==> config.mk <==
export PLATFORM = sky130hd
export DESIGN_NAME = pr_region_ctrl
export DESIGN_NICKNAME = d
export VERILOG_FILES = /design/src/rtl/pr_region_ctrl.sv
export SDC_FILE = /design/constraint.sdc
export NUM_CORES = 1
export LEC_CHECK = 0
export CAP_MARGIN = 10
export CORE_MARGIN = 10
export CORE_UTILIZATION = 35
export CTS_CLUSTER_SIZE = 40
export DETAILED_ROUTE_END_ITERATION = 12
export SYNTH_ARGS = -nofsm -noshare
export SYNTH_HDL_FRONTEND = slang
export SYNTH_SLANG_ARGS = --single-unit
==> constraint.sdc <==
create_clock -name clk -period 3.3 [get_ports clk]
set_clock_uncertainty 0.2 [all_clocks]
set_input_delay 0.99 -clock clk [delete_from_list [all_inputs] [get_ports clk]]
set_output_delay 0.99 -clock clk [all_outputs]
set_load 0.005 [all_outputs]
==> src/rtl/pr_region_ctrl.sv <==
// Reconfiguration sequencer for one partial-reconfiguration LED region: arbitrates secure and
// non-secure requests, then walks decouple / reset / load / release with registered outputs.
module pr_region_ctrl #(
  parameter int unsigned TIMEOUT  = 1000,
  parameter int unsigned RST_HOLD = 4
) (
  input  logic       clk,
  input  logic       rst_n,
  input  logic       s_req,
  input  logic       ns_req,
  input  logic       ns_allowed,
  input  logic       pr_done,
  input  logic       pr_err,
  output logic       s_gnt,
  output logic       ns_gnt,
  output logic       pr_start,
  output logic       decouple,
  output logic       rm_rst,
  output logic       busy,
  output logic       done,
  output logic [1:0] err_code
);

  typedef enum logic [3:0] {
    StInit,
    StIdle,
    StIsolate,
    StStart,
    StWait,
    StHold,
    StRelease,
    StDone,
    StFail,
    StDeny,
    StDrop
  } state_e;

  localparam logic [15:0] WaitLast = 16'(TIMEOUT - 1);
  localparam logic [15:0] HoldLast = 16'(RST_HOLD - 1);

  state_e      state;
  logic [15:0] cnt;
  logic        owner_released;

  // With no grant held, DROP is finishing a denied non-secure request.
  assign owner_released = (s_gnt && !s_req) || (ns_gnt && !ns_req) ||
                          (!s_gnt && !ns_gnt && !ns_req);

  always_ff @(posedge clk or negedge rst_n) begin
    if (!rst_n) begin
      state    <= StInit;
      cnt      <= '0;
      s_gnt    <= 1'b0;
      ns_gnt   <= 1'b0;
      pr_start <= 1'b0;
      decouple <= 1'b1;
      rm_rst   <= 1'b1;
      busy     <= 1'b1;
      done     <= 1'b0;
      err_code <= 2'b00;
    end else begin
      pr_start <= 1'b0;
      done     <= 1'b0;
      unique case (state)
        StInit: begin
          if (cnt == HoldLast) begin
            state    <= StIdle;
            cnt      <= '0;
            decouple <= 1'b0;
            rm_rst   <= 1'b0;
            busy     <= 1'b0;
          end else begin
            cnt <= cnt + 16'd1;
          end
        end
        StIdle: begin
          cnt <= '0;
          if (s_req) begin
            state    <= StIsolate;
            s_gnt    <= 1'b1;
            err_code <= 2'b00;
            decouple <= 1'b1;
            rm_rst   <= 1'b1;
            busy     <= 1'b1;
          end else if (ns_req && ns_allowed) begin
            state    <= StIsolate;
            ns_gnt   <= 1'b1;
            err_code <= 2'b00;
            decouple <= 1'b1;
            rm_rst   <= 1'b1;
            busy     <= 1'b1;
          end else if (ns_req) begin
            state    <= StDeny;
            done     <= 1'b1;
            err_code <= 2'b11;
            busy     <= 1'b1;
          end
        end
        StIsolate: begin
          if (cnt == 16'd1) begin
            state    <= StStart;
            pr_start <= 1'b1;
            cnt      <= '0;
          end else begin
            cnt <= cnt + 16'd1;
          end
        end
        StStart: begin
          state <= StWait;
          cnt   <= '0;
        end
        StWait: begin
          if (pr_err) begin
            state    <= StFail;
            done     <= 1'b1;
            err_code <= 2'b01;
          end else if (pr_done) begin
            state <= StHold;
            cnt   <= '0;
          end else if (cnt == WaitLast) begin
            state    <= StFail;
            done     <= 1'b1;
            err_code <= 2'b10;
          end else begin
            cnt <= cnt + 16'd1;
          end
        end
        StHold: begin
          if (cnt == HoldLast) begin
            state  <= StRelease;
            rm_rst <= 1'b0;
          end else begin
            cnt <= cnt + 16'd1;
          end
        end
        StRelease: begin
          state    <= StDone;
          decouple <= 1'b0;
          done     <= 1'b1;
          err_code <= 2'b00;
        end
        StDone:  state <= StDrop;
        StFail:  state <= StDrop;
        StDeny:  state <= StDrop;
        StDrop: begin
          if (owner_released) begin
            state  <= StIdle;
            s_gnt  <= 1'b0;
            ns_gnt <= 1'b0;
            busy   <= 1'b0;
          end
        end
        default: state <= StInit;
      endcase
    end
  end

endmodule

==> results.md <==
- Setup TNS Final: 0 ns
- RD Place Congestion: 0.8459
- Ys flop type: dfrtp_1
- Layout Area Growth over Synthesis: 16.51%
- N_diodes: 0
- Clock latency on the worst-skew pair: 0.28 ns
- Syn_nets: 228
- Gates resized, CTS repair: 0
- Largest family of logic cells by synthesized area: simple AND/OR/NAND/NOR gates
- Post-CTS Hold Buffers: 0
- Vias per Instance: 5.463
- Met3 Usage GRT: 3.517%
- Initial drt markers: 63
- DRC viols: 0
- Compound-gate portion of the synthesized area: 23.96%
- Critical Path RT: 3.26 ns
- Critical path fanouts, max: 7
- Wire per inst: 14.99 µm
- Vias in the first global route: 1667
- Clock sink count: 29
- Total die area: 0.008837 mm²
- CTS H-tree depth: 2
- GRT Max-Usage Layer: met2
- Hold crit path type: flip-flop to flip-flop
- Clock root cell: clkbuf_8
- Met1 GRT Util: 14.14%
- RSZ-0062 raised after global routing: no
- CTS Buffer Depth: 2
- Largest net degree at the start of global routing: 30
- Period utilization: 87.36%
- Die Ht: 94.01 µm
- Fraction of synthesis flops using an asynchronous set or reset pin: 100.0%
- XOR/XNOR Fraction of Synth Area: 0%
- PwrDens: 748.0 mW/mm²
- Startpoint Class: flip-flop
- Relative slew slack: 64.37%
- Mux contribution to synthesized area: 1.762%
- Hold Slack: 0.3098 ns
- GRT overflow: 0
- Boundary Pins: 16
- Final Power: 0.001670 W
- Initial Util: 36.83%
- Final Hold Viols: 0
- WP data arrival: 2.85 ns
- Post-route minimum period: 2.883 ns
- Met2 Track Usage GR: 17.28%
- Site row count: 26
- Pleak: 0.9231 nW
- TritonCTS clock tree: built
- IO buf count: 15
- Placed Instances: 301
- Synthesized area per cell: 8.753 µm²
- CTS buffer count: 5
- Clock transition at path regs: 0.07 ns
- Seq/Total Area, Yosys: 38.05%
- Post-DP HPWL: 3322 µm
- Simple-Gate Fraction of Synth Area: 30.03%
- Worst Tran Pin Value: 0.5296 ns
- Die X: 94.01 µm
- Postcts setup bufs: 0
- Post-route antenna net violation count: 0
- First-pass GRT wire length: 7983 µm
- Yosys warns: 0
- Synth Cell Area: 0.001917 mm²
- Post-synth EDFFs: 0
- Crit end category: flip-flop
- Fillers: 525
- Core area: 0.005205 mm²
- Pins over their slew limit: 0
- Adder-Cell Fraction of Synth Area: 1.305%
- Status: completed
- Max-cap violations: 0
- #FFs+latches synth: 29
- Final core utilization: 42.91%
- Count of different cell masters after synthesis: 55
- Share of cells above drive strength 1: 15.06%
- Tot GR Track Use: 11.08%
- Maximum vdd drop: 290.0 µV
- Finished Layout Cells: 309
- Final nets: 247
- Via count: 1688
- Synth Instances: 219
- Initial antenna violation count: 0
- Setup CP Type: flip-flop to flip-flop
- Pre-antenna DRT Iters: 4
- Routed Wire Length: 4632 µm
- Endpoints failing setup: 0
- Max Fclk: 0.3469 GHz
final cells by class:
| type | instances | area, µm² | share of cell area, % |
|---|---|---|---|
| multi-input cells | 174 | 1094 | 48.96 |
| flip-flops and latches | 29 | 729.5 | 32.66 |
| repair buffers | 24 | 217.7 | 9.748 |
| clock buffers | 8 | 90.09 | 4.034 |
| well taps | 70 | 87.58 | 3.922 |
| inverters | 4 | 15.01 | 0.6723 |
cells in the final DEF, fill, tap and decap left out, types with 5 or more instances in the layout:
cell	synthesis	routed
a21oi_1	13	13
a2bb2oi_1	5	5
buf_4	1	9
clkbuf_8	0	6
clkdlybuf4s50_1	0	15
dfrtp_1	26	26
nand2_1	23	23
nand2b_1	6	6
nand3_1	7	7
nor2_1	19	19
nor2b_1	6	6
nor3_1	6	6
o21ai_0	12	12
o31ai_1	5	5
path summary, 6_finish.rpt:
kind	startpoint	to	slack (ns)	cells after the start
min in group asynchronous	rst_n	err_code[1]	0.89	2
worst max-delay path	cnt[13]	cnt[2]	0.42	7
worst max register to register	cnt[13]	cnt[2]	0.42	7
worst min-delay path	err_code[0]	err_code[0]	0.31	1
worst min register to register	err_code[0]	err_code[0]	0.31	1
max in group asynchronous	rst_n	rm_rst	1.69	2
routing by layer:
metal	up-vias	part of all wire, %
li1	858	-
met1	803	48
met2	25	48
met3	2	3.9
met4	0	0.32
met5	-	0
synth_stat cells (all sizes together), types with 3 or more instances:
cell     instances  area share [%]
dfrtp           26              34
nor2            19             3.7
mux2             3             1.8
nand2           23             4.5
nor4             3            0.98
buf              6             2.9
or2              4             1.3
o31ai            6             2.6
clkbuf           6             1.2
nand4            4             1.3
and4             3             1.4
inv              4            0.78
nand3            7             1.8
o21ai           15             3.9
a22o             4             1.8
nor3             6             1.6
or4              7             3.5
a21o             4             1.6
nand2b           6             2.0
and2             3            0.98
a2bb2oi          5             2.3
dfstp            3             4.1
a21oi           13             3.4
nor2b            6             2.0
logic make-up after synthesis:
group                    after synthesis
AND/OR/NAND/NOR                      103
buffers and inverters                 16
flip-flops                            29
AO/OA/AOI/OAI                         66
multiplexers                           3
adder cells (fa/ha/maj)                2
power by group:
part | switching (W) | internal, W
Clock | 0.000137 | 0.000170
Combinational | 0.000466 | 0.000403
Sequential | 0.0000550 | 0.000439
Total | 0.000658 | 0.00101
critical path, cell delays in order (launching register included):
cell and delay, ns:
dfrtp_1 0.43, or4_4 0.58, or4_4 0.57, a211oi_2 0.30
nor2_1 0.09, or2b_1 0.33, buf_4 0.19, o21ai_0 0.08
sequential cells by signal (all words and copies together) (netlist names):
name      cells
ns_gnt        1
pr_start      1
done          1
s_gnt         1
busy          1
cnt          16
err_code      2
decouple      1
state         4
rm_rst        1
through the flow:
stage	instance area (µm²)	setup slack (ns)
after floorplan	1917	0.5565
after global placement	2143	0.1623
after detailed placement	2143	0.1296
after CTS	2233	0.4125
after global routing	2233	0.2393
final	2233	0.4173
Power figures use the tool's default switching activity.
